**src/rtl/shift_deserializer_pkg.sv**
```systemverilog
// Shared types and constants for the shift-register serial link blocks.
package shift_pkg;

    localparam int DEF_WIDTH = 8;

    localparam logic DIR_LSB_FIRST = 1'b0;
    localparam logic DIR_MSB_FIRST = 1'b1;

    typedef enum logic [1:0] {
        IDLE   = 2'd0,
        DATA   = 2'd1,
        STOP   = 2'd2,
        PARITY = 2'd3
    } state_e;

    function automatic int cnt_w(input int w);
        return (w > 2) ? $clog2(w) : 1;
    endfunction

endpackage

```
**src/rtl/shift_bit_counter.sv**
```systemverilog
// Enabled bit counter with synchronous clear; tc_o flags the last bit
// (count == WIDTH-1) and the counter wraps to 0 when it advances past it.
module shift_bit_counter
    import shift_pkg::*;
#(
    parameter int WIDTH = DEF_WIDTH
) (
    input  logic clk,
    input  logic reset,
    input  logic en_i,
    input  logic clr_i,
    output logic tc_o
);

    localparam int CW = cnt_w(WIDTH);
    localparam logic [CW-1:0] LAST = CW'(WIDTH - 1);

    logic [CW-1:0] cnt_q, cnt_d;

    assign tc_o = (cnt_q == LAST);

    always_comb begin
        cnt_d = cnt_q;
        if (clr_i || (en_i && tc_o)) begin
            cnt_d = '0;
        end else if (en_i) begin
            cnt_d = cnt_q + 1'b1;
        end
    end

    always_ff @(negedge clk) begin
        if (!reset) begin
            cnt_q <= '0;
        end else begin
            cnt_q <= cnt_d;
        end
    end

endmodule

```
**src/rtl/shift_deserializer.sv**
```systemverilog
// Framed serial-to-parallel receiver, state on the falling clock edge.
// Define SHIFT_DESER_PARITY_EN to add an even-parity bit after the data.
module shift_deserializer
    import shift_pkg::*;
#(
    parameter int   WIDTH      = DEF_WIDTH,
    parameter logic IDLE_LEVEL = 1'b1
) (
    input  logic             clk,
    input  logic             reset,
    input  logic             sin,
    input  logic             sen,
    input  logic             dir,
    output logic [WIDTH-1:0] o,
    output logic             o_valid,
    output logic             frame_err,
    output logic             busy
);

    state_e           state_q, state_d;
    logic [WIDTH-1:0] sr_q, sr_d;
    logic [WIDTH-1:0] o_q, o_d;
    logic             dir_q, dir_d;
    logic             ov_q, ov_d;
    logic             fe_q, fe_d;
    logic             par_bad;
    logic             last_bit;

`ifdef SHIFT_DESER_PARITY_EN
    logic perr_q, perr_d;
    assign par_bad = perr_q;
`else
    assign par_bad = 1'b0;
`endif

    shift_bit_counter #(.WIDTH(WIDTH)) u_cnt (
        .clk   (clk),
        .reset (reset),
        .en_i  (sen && (state_q == DATA)),
        .clr_i (state_q != DATA),
        .tc_o  (last_bit)
    );

    always_comb begin
        state_d = state_q;
        sr_d    = sr_q;
        o_d     = o_q;
        dir_d   = dir_q;
        ov_d    = 1'b0;
        fe_d    = 1'b0;
`ifdef SHIFT_DESER_PARITY_EN
        perr_d  = perr_q;
`endif
        unique case (state_q)
            IDLE: begin
                if (sen && (sin != IDLE_LEVEL)) begin
                    state_d = DATA;
                    dir_d   = dir;
                end
            end
            DATA: begin
                if (sen) begin
                    if (dir_q == DIR_MSB_FIRST) begin
                        sr_d = {sr_q[WIDTH-2:0], sin};
                    end else begin
                        sr_d = {sin, sr_q[WIDTH-1:1]};
                    end
                    if (last_bit) begin
`ifdef SHIFT_DESER_PARITY_EN
                        state_d = PARITY;
`else
                        state_d = STOP;
`endif
                    end
                end
            end
`ifdef SHIFT_DESER_PARITY_EN
            PARITY: begin
                if (sen) begin
                    perr_d  = (sin != ^sr_q);
                    state_d = STOP;
                end
            end
`endif
            STOP: begin
                if (sen) begin
                    state_d = IDLE;
                    // A bad parity bit is reported as a framing error too.
                    if ((sin == IDLE_LEVEL) && !par_bad) begin
                        o_d  = sr_q;
                        ov_d = 1'b1;
                    end else begin
                        fe_d = 1'b1;
                    end
                end
            end
            default: state_d = IDLE;
        endcase
    end

    always_ff @(negedge clk) begin
        if (!reset) begin
            state_q <= IDLE;
            sr_q    <= '0;
            o_q     <= '0;
            dir_q   <= DIR_LSB_FIRST;
            ov_q    <= 1'b0;
            fe_q    <= 1'b0;
        end else begin
            state_q <= state_d;
            sr_q    <= sr_d;
            o_q     <= o_d;
            dir_q   <= dir_d;
            ov_q    <= ov_d;
            fe_q    <= fe_d;
        end
    end

`ifdef SHIFT_DESER_PARITY_EN
    always_ff @(negedge clk) begin
        if (!reset) begin
            perr_q <= 1'b0;
        end else begin
            perr_q <= perr_d;
        end
    end
`endif

    assign o         = o_q;
    assign o_valid   = ov_q;
    assign frame_err = fe_q;
    assign busy      = (state_q != IDLE);

endmodule
```
**config.mk**
```make
export PLATFORM = sky130hd
export DESIGN_NAME = shift_deserializer
export DESIGN_NICKNAME = d
export VERILOG_FILES = /design/src/rtl/shift_deserializer_pkg.sv /design/src/rtl/shift_bit_counter.sv /design/src/rtl/shift_deserializer.sv
export SDC_FILE = /design/constraint.sdc
export NUM_CORES = 1
export LEC_CHECK = 0
export BUFFER_PORTS_ARGS = -buffer_cell sky130_fd_sc_hd__buf_4
export CORE_MARGIN = 3
export CORE_UTILIZATION = 53
export DETAILED_ROUTE_END_ITERATION = 10
export MAX_ROUTING_LAYER = met4
export PLACE_DENSITY = 0.78
export SYNTH_ARGS = -nofsm -noshare
export SYNTH_HDL_FRONTEND = slang
export SYNTH_SLANG_ARGS = --single-unit
```
**constraint.sdc**
```tcl
create_clock -name clk -period 1.6 [get_ports clk]
set_input_delay 0.24 -clock clk [delete_from_list [all_inputs] [get_ports clk]]
set_output_delay 0.24 -clock clk [all_outputs]
set_load 0.005 [all_outputs]
```
[Word-level counts from Yosys, hierarchy flattened]
Index checks and enable logic that the tools add are counted.
Cells by class
  $add $sub $neg: 1
  equal/unequal tests: 8
  mux-type cells: 8
  bitwise logic cells: 2
  reductions and logical operators: 12
Operator list (count)
  2-bit 2-to-1 mux: 4
  8-bit 2-to-1 mux: 1
  2-bit != test, second input constant: 3
  2-bit case mux with 3 select lines: 1
  3-bit AND reduction: 2
  2-bit by 1-bit != test with 1-bit output, second input constant: 2
  2-bit AND reduction: 2
  4-bit AND reduction: 1
  3-bit by 1-bit adder with 3-bit output, second input constant: 1
  3-bit equality test, second input constant: 1
  1-bit logical AND: 3
  2-bit by 1-bit equality test with 1-bit output, second input constant: 1
  2-bit equality test, second input constant: 1
  2-bit logical NOT: 1
  1-bit 2-to-1 mux: 2
  1-bit NOT: 2
  2-bit nonzero test: 1
  2-bit OR reduction: 1
  1-bit logical OR: 1
Word-level totals
  register bits: 24
  input bits: 5
  output and inout bits: 11
  logic and storage cells: 38

[Depth between registers and ports, before layout]
Gate-level depths: netlist (run 1).
  depth after elaboration: 5
  mapped depth: 5

[Modules after synthesis]
From an unflattened synthesis (run 1), not the netlist that was laid out.
Second synthesis, totals
  cell total of the unflattened synthesis: 115
  area total of the unflattened synthesis: 1131.1 µm²
By module, submodules not included
  shift_deserializer: times used 1, cells each 99, area an instance 974.7 µm²
  shift_bit_counter: times used 1, cells each 16, area an instance 156.4 µm²

==> results.cfg, run 1 <==
[layout]
fin_util_pct = 78.9
multi_input_area_sq_um = 508
drive_gt1_share_pct = 29.1
final_cell_mix = inv_1 (26), nand2_1 (21), buf_4 (15), dfxtp_1 (13)
area_growth_pct = 36.9
layout.nets = 166
layout_commonest_cell = inv_1
diodes = 0
regArea_sq_um = 497
num-fill-cells = 133

[placed_design]
io_buffers = 15
hpwl_microns = 1350
place_congestion = 0.699
pre_cts_slack_ns = -0.360

[synthesis]
ys_seq_area_share_pct = 46.7
synth-seq-cells = 24
syn-num-nets = 120
syn_area_sq_mm = 0.00103
synth_cells = 113
avgSynthCellArea_sq_um = 9.10
synth_warnings = 0
synth.distinct_cells = 25

[critical_path]
ff2ff_setup_slack_ns = 0.34
reg2reg_depth = 4
worst_path_largest_cell_delay_ns = 0.33
worst_setup_path_start_kind = register
cp.arrival_ns = 1.84
r2r_start = state_q[1]
crit_fanout = 2
r2r_end = sr_q[1]
cp_top_family = flip-flops
path_cells = or2_4 -> buf_6
cpMaxStageDelayCell = dfxtp_4
endpoint_kind = primary output
worstSetupPathType = reg -> out
crit_required_ns = 1.36
cp_num_buf_inv = 1

[floorplanning]
core_sq_mm = 0.00178
dieArea_sq_mm = 0.00251
rows = 15
die_x_microns = 50.1
initial_core_util_pct = 57.7
fp.dieH_microns = 50.1
io_pins = 16

[run]
max_cap_viol_count = 0

[timing]
tightest_slew_ns = 0.497
timing.hold.ws_ns = 0.458
setup_viol = 11
fin_ws_ns = -0.477
rsz0062_at_grt = yes
slew_headroom_pct = 66.8
maxSlewViolCount = 0
hold_viol = 0
finalClockSkew_ns = 0.0294

[cts]
cts_buffers = 3
clk_pin_slew_ns = 0.04
clockBufferDepth = 2
cts_root_buf = clkbuf_4
h-tree-depth = 1
cts_tree = built
holdBufCountCts = 0
clock_latency_ns = 0.40
cts.sinks = 24

[global_route]
grt_usage_pct = 19.6
overflow = 0
grt_pass1_vias = 955
antenna_found_initial = 0
grt_first_pass_wirelength_microns = 3660
grt_max_degree = 31

[detailed_routing]
route.antenna.remaining_nets = 0
route.met3.wl_microns = 111
vias = 991
wl_met2_microns = 1150
wire_per_inst_microns = 12.1
highest_layer = met4
drc = 0
wl_microns = 2220
viasPerCell = 5.42
dr.pass1.iters = 5
drt_iter0_drc = 12
wl_met1_microns = 924

[power_and_ir_drop]
vdd_drop_max_mv = 0.754
cellPowerDensity_mw_per_mm2 = 881
p_leak_uw = 0.000721

[worst_hold_path]
hp-start = u_cnt.cnt_q[1]
hp-class = reg -> reg
hold_depth = 2
min_to = u_cnt.cnt_q[1]

[run_status]
status = finished with violations
violations = negative setup slack
==> kinds of logic (layout without fill, tap and decap cells) <==
family | count (synthesis) | in the layout | share of synthesized area [%]
compound gates | 22 | 22 | 14.7
fa+ha+maj | 2 | 2 | 2.43
buf+inv | 11 | 56 | 5.23
flops | 24 | 24 | 46.7
mux | 8 | 8 | 7.79
simple gates | 46 | 46 | 23.1
==> worst min-delay path, stage by stage, from the launching register on <==
cell	delay, ns
dfxtp_1	0.31
nand2_1	0.05
a21oi_1	0.05
==> where the power goes <==
part	internal, uW	switching, uW
Combinational	45.6	44.7
Sequential	613	18.7
Clock	175	343
Total	834	406
==> cells in the mapped netlist, drive strengths merged <==
cell type / number / share of area (%)
mux2i: 8 / 7.8
nand3: 10 / 4.9
dfxtp: 24 / 47
nand3b: 3 / 2.2
and4bb: 1 / 1.2
and2b: 1 / 0.73
nor3: 1 / 0.49
o211a: 8 / 7.8
and3b: 1 / 0.85
clkbuf: 5 / 2.1
nor2b: 1 / 0.61
nand2: 21 / 7.7
a31oi: 1 / 0.61
nor4b: 1 / 0.85
ha: 2 / 2.4
or2: 1 / 0.61
o21ai: 9 / 4.4
nor3b: 2 / 1.5
nand4b: 1 / 0.85
inv: 3 / 1.1
a21oi: 4 / 1.9
nor2: 2 / 0.73
buf: 3 / 2.1
==> metal layers <==
layer  global-route usage (%)  vias to the layer above
met5                        -                        -
met4                     14.3                        0
met3                     6.95                        6
met2                     31.3                       30
li1                         -                      489
met1                     19.6                      466
==> per-stage QoR <==
step | setup TNS, ns | std cells | power, uW | area [sq um]
6_report | -2.97 | 183 | 1240 | 1410
5_1_grt | -3.44 | 183 | 1340 | 1410
4_1_cts | -3.09 | 181 | 1260 | 1390
3_5_place_dp | -6.09 | 151 | 825 | 1200
3_3_place_gp | -5.52 | 151 | 820 | 1200
2_1_floorplan | -1.65 | 113 | 799 | 1070
==> timing repair <==
action,4_1_cts,5_1_grt
buffers inserted,3,2
endpoints found under the setup margin,11,19
cloned,0,0
resized for setup,17,3
==> flip-flops by register name (all words and copies together) (netlist names) <==
register	flops
u_cnt.cnt_q	3
sr_q	8
frame_err	1
o	8
state_q	2
o_valid	1
dir_q	1
==> worst max path at each step <==
stage / startpoint / endpoint / depth (start not counted)
5_1_grt: state_q[1] / busy / 2
4_1_cts: state_q[0] / busy / 2
6_report: state_q[0] / busy / 2
2_1_floorplan: sen / sr_q[0] / 4
3_3_place_gp: sen / sr_q[5] / 4
3_5_place_dp: sen / sr_q[7] / 4
==> final cells by class <==
type	count	area share [%]
clock buffer	3	1.60
clock inverter	25	6.84
inverter	2	0.533
multi-input combinational	78	36.1
sequential	24	35.3
tap	25	2.22
timing repair buffer	26	17.4
Note: power is estimated with default switching activity, not from simulation.
==> run 2: changes to the inputs <==
--- a/config.mk
+++ b/config.mk
@@ -7,10 +7,11 @@
 export LEC_CHECK = 0
 export BUFFER_PORTS_ARGS = -buffer_cell sky130_fd_sc_hd__buf_4
 export CORE_MARGIN = 3
-export CORE_UTILIZATION = 53
+export CORE_UTILIZATION = 55
+export CTS_BUF_LIST = sky130_fd_sc_hd__clkbuf_2
 export DETAILED_ROUTE_END_ITERATION = 10
 export MAX_ROUTING_LAYER = met4
-export PLACE_DENSITY = 0.78
+export PLACE_DENSITY = 0.81
 export SYNTH_ARGS = -nofsm -noshare
 export SYNTH_HDL_FRONTEND = slang
 export SYNTH_SLANG_ARGS = --single-unit
==> run 2 against run 1 <==
  * The flow still finishes with violations (negative setup slack)
  * Die area fell by 3.2%
  * Final cell count rose by 0.55%
  * Sequential share of layout area fell by 0.094 points
  * Worst hold slack improved by 0.0059 ns
  * First-iteration DRC count rose to 2.5 times the previous value
  * Non-clock buffer count rose by 1
  * Critical path depth did not move
  * Setup slack got worse by 0.040 ns
  * Sequential cell count did not move
  * Largest cell class unchanged
  * Largest power group unchanged
==> results.cfg, run 2 (synthesized netlist as in run 1, its figures left out) <==
[run_status]
status = finished with violations
violations = negative setup slack

[placed_design]
dp.cells = 151
postPlaceCellArea_sq_mm = 0.00120
io_buffers = 15
hpwl_microns = 1390
place_congestion = 0.727

[layout]
fin_util_pct = 80.9
drive_gt1_share_pct = 29.6
regArea_sq_um = 497
design_area_sq_mm = 0.00141
diodes = 0
area_growth_pct = 37.2
fin_cells = 184
final_cell_mix = inv_1 (26), nand2_1 (21), buf_4 (16), dfxtp_1 (13)
layout.nets = 167
layout_commonest_cell = inv_1
num-fill-cells = 112
multi_input_area_sq_um = 513

[detailed_routing]
dr.pass1.iters = 4
route.antenna.remaining_nets = 0
wire_per_inst_microns = 13.7
drt_iter0_drc = 30
wl_microns = 2520
viasPerCell = 5.40
vias = 994
drc = 0

[critical_path]
crit_fanout = 2
crit_required_ns = 1.36
ff2ff_setup_slack_ns = 0.25
worst_setup_path_start_kind = register
cp.arrival_ns = 1.88
endpoint_kind = primary output
worstSetupPathType = reg -> out

[cts]
cts_buffers = 3
cts.sinks = 24
cts_tree = built
clk_pin_slew_ns = 0.05
clockBufferDepth = 2
clock_latency_ns = 0.43
cts_root_buf = clkbuf_2
h-tree-depth = 1

[floorplanning]
initial_core_util_pct = 58.9
dieArea_sq_mm = 0.00243
rows = 15
core_sq_mm = 0.00175
fp.dieH_microns = 49.2
io_pins = 16
die_x_microns = 49.2

[worst_hold_path]
hp-class = reg -> reg

[timing]
tightest_slew_ns = 0.485
finalClockSkew_ns = 0.0336
maxSlewViolCount = 0
setup_viol = 11
slew_headroom_pct = 67.6
hold_viol = 0
timing.hold.ws_ns = 0.464
rsz0062_at_grt = yes
fin_ws_ns = -0.518

[power_and_ir_drop]
vdd_drop_max_mv = 0.621
power_uw = 1200
p_leak_uw = 0.000724
cellPowerDensity_mw_per_mm2 = 850

[global_route]
overflow = 0
antenna_found_initial = 0
grt_max_degree = 31
grt_usage_pct = 21.7
grt_first_pass_wirelength_microns = 3880
grt_pass1_vias = 954

[run]
max_cap_viol_count = 0
==> run 2: cell types whose count changed in the layout (fill, tap and decap cells not counted), sizes merged <==
cell	before	now
buf	26	27
clkinvlp	0	1
inv	27	26
==> run 2: worst paths after layout <==
kind | startpoint | to | cells past startpoint
worst max-delay path | state_q[0] | busy | 2
worst min-delay path | u_cnt.cnt_q[1] | u_cnt.cnt_q[1] | 2
worst max register to register | state_q[1] | sr_q[0] | 4
worst min register to register | u_cnt.cnt_q[1] | u_cnt.cnt_q[1] | 2
==> run 2: area by class of cell <==
type | count | area share [%]
clock inverter | 25 | 6.74
multi-input combinational | 78 | 36.3
clock buffer | 3 | 1.06
inverter | 2 | 0.532
timing repair buffer | 27 | 17.9
sequential | 24 | 35.2
tap | 25 | 2.22
==> run 2: metrics by stage <==
step | setup slack (ns) | TNS (ns)
floorplan | -0.154 | -1.65
global placement | -0.330 | -5.56
detailed placement | -0.349 | -6.01
CTS | -0.536 | -3.39
global route | -0.582 | -3.97
finish | -0.518 | -3.26
==> run 2: worst max-delay path, cell delays in order, from the launching register on <==
cell	delay [ns]
dfxtp_4	0.34
or2_4	0.22
buf_6	0.11
==> run 2: layer usage <==
metal / track usage, % / up-vias / part of all wire [%]
li1: - / 487 / -
met1: 17.8 / 457 / 38
met2: 39.5 / 42 / 54
met3: 8.26 / 8 / 4.9
met4: 14.2 / 0 / 2.6
met5: - / - / 0
==> run 2: report_power, final <==
part	switching [uW]	internal (uW)	leakage, uW
Clock	345	134	0.000140
Sequential	16.8	610	0.000200
Combinational	46.8	46.3	0.000383
Total	409	791	0.000724
==> run 2: what timing repair did <==
item                                    CTS  global route
resized for setup                        17             3
endpoints found under the hold margin     0             0
endpoints found under the setup margin   11            12
hold buffers                              0             0
buffers inserted                          4             2
==> run 3: changes to the inputs <==
--- a/config.mk
+++ b/config.mk
@@ -6,12 +6,14 @@
 export NUM_CORES = 1
 export LEC_CHECK = 0
 export BUFFER_PORTS_ARGS = -buffer_cell sky130_fd_sc_hd__buf_4
+export CAP_MARGIN = 30
 export CORE_MARGIN = 3
 export CORE_UTILIZATION = 55
 export CTS_BUF_LIST = sky130_fd_sc_hd__clkbuf_2
 export DETAILED_ROUTE_END_ITERATION = 10
 export MAX_ROUTING_LAYER = met4
 export PLACE_DENSITY = 0.81
+export RECOVER_POWER = 50
 export SYNTH_ARGS = -nofsm -noshare
 export SYNTH_HDL_FRONTEND = slang
 export SYNTH_SLANG_ARGS = --single-unit
==> run 3 against run 2 <==
  * The flow still finishes with violations (negative setup slack)
  * Via count rose by 0.91%
  * Global-route usage did not move
  * Power fell by 0.29%
  * Sequential power barely moved
  * Count of clock-buffer cells in the layout did not move
  * Clock skew fell by 0.0025 ns
  * First-iteration DRC count did not move
  * Final cell count did not move
  * Worst hold slack barely moved
  * Utilization fell by 0.29 points
  * Critical path type unchanged
  * Largest cell class unchanged
  * Highest routed layer unchanged
==> results.cfg, run 3 (synthesized netlist as in run 1, its figures left out) <==
[detailed_routing]
drc = 0
route.antenna.remaining_nets = 0
drt_iter0_drc = 30
vias = 1003
viasPerCell = 5.45
wl_microns = 2520
wire_per_inst_microns = 13.7
dr.pass1.iters = 5

[cts]
holdBufCountCts = 0
clockBufferDepth = 2
h-tree-depth = 1
clk_pin_slew_ns = 0.05
cts_buffers = 3
cts.sinks = 24
clock_latency_ns = 0.42
cts_root_buf = clkbuf_2
cts_tree = built

[timing]
slew_headroom_pct = 63.6
maxSlewViolCount = 0
hold_viol = 0
setup_viol = 13
rsz0062_at_grt = yes
finalClockSkew_ns = 0.0311
fin_ws_ns = -0.513
tightest_slew_ns = 0.546

[critical_path]
crit_required_ns = 1.36
endpoint_kind = primary output
crit_fanout = 2
worstSetupPathType = reg -> out
worst_setup_path_start_kind = register
cp.arrival_ns = 1.87

[placed_design]
dp.cells = 151
io_buffers = 15
place_congestion = 0.727
hpwl_microns = 1390
pre_cts_slack_ns = -0.349

[floorplanning]
fp.dieH_microns = 49.2
core_sq_mm = 0.00175
die_x_microns = 49.2
io_pins = 16
initial_core_util_pct = 58.9
rows = 15
dieArea_sq_mm = 0.00243

[global_route]
grt_first_pass_wirelength_microns = 3880
overflow = 0
grt_pass1_vias = 954
grt_usage_pct = 21.7
antenna_found_initial = 0
grt_max_degree = 31

[worst_hold_path]
hp-class = reg -> reg

[layout]
final_cell_mix = inv_1 (26), nand2_1 (21), buf_4 (14), dfxtp_1 (13)
drive_gt1_share_pct = 29.6
area_growth_pct = 36.7
fin_util_pct = 80.6
diodes = 0
fin_cells = 184
layout.nets = 167
layout_commonest_cell = inv_1

[power_and_ir_drop]
p_leak_uw = 0.000722
cellPowerDensity_mw_per_mm2 = 850
vdd_drop_max_mv = 0.637

[run_status]
status = finished with violations
violations = negative setup slack

[run]
max_cap_viol_count = 0
-- run 3: cell count changes in the layout (fill, tap and decap cells not counted) --
cell      change
buf_4         -2
clkbuf_2      +2
-- run 3: repair_timing --
action / 4_1_cts / 5_1_grt
endpoints found under the setup margin: 11 / 12
hold endpoints to repair: 0 / 0
resized for setup: 17 / 3
buffers inserted: 4 / 2
-- run 3: final cells by class --
class | count | area [sq um]
Fill cell | 114 | 339
Timing Repair Buffer | 27 | 248
Inverter | 2 | 7.51
Clock inverter | 25 | 95.1
Multi-Input combinational cell | 78 | 513
Sequential cell | 24 | 497
Clock buffer | 3 | 15.0
Tap cell | 25 | 31.3
-- run 3: worst paths after layout --
check / startpoint / endpoint / slack (ns) / cells after the start
min reg2reg: u_cnt.cnt_q[1] / u_cnt.cnt_q[1] / 0.46 / 2
min: u_cnt.cnt_q[1] / u_cnt.cnt_q[1] / 0.46 / 2
max: state_q[0] / busy / -0.51 / 2
max reg2reg: state_q[1] / sr_q[0] / 0.25 / 4
-- run 3: where the power goes --
| group | total, uW | switching, uW | internal [uW] |
|---|---|---|---|
| clock | 477 | 343 | 134 |
| combinational | 91.4 | 46.7 | 44.7 |
| sequential | 627 | 16.9 | 610 |
| total | 1200 | 407 | 789 |
-- run 3: per-layer routing --
| metal | GRT usage (%) | vias to the layer above | wire length (microns) |
|---|---|---|---|
| li1 | - | 488 | - |
| met1 | 17.8 | 466 | 994 |
| met2 | 39.5 | 41 | 1370 |
| met3 | 8.26 | 8 | 106 |
| met4 | 14.2 | 0 | 55 |
| met5 | - | - | 0 |
-- run 3: through the flow --
step	TNS, ns	cell area [sq um]	power [uW]	hold WS [ns]
after detailed placement	-6.01	1200	824	0.464
after floorplan	-1.65	1070	799	0.435
after global routing	-4.35	1410	1310	0.489
after CTS	-3.39	1390	1200	0.471
final	-3.29	1410	1200	0.464
after global placement	-5.56	1200	820	0.446
-- run 3: critical path, cell delays in order, from the launching register on --
cell	delay (ns)
dfxtp_4	0.34
or2_4	0.22
buf_6	0.11
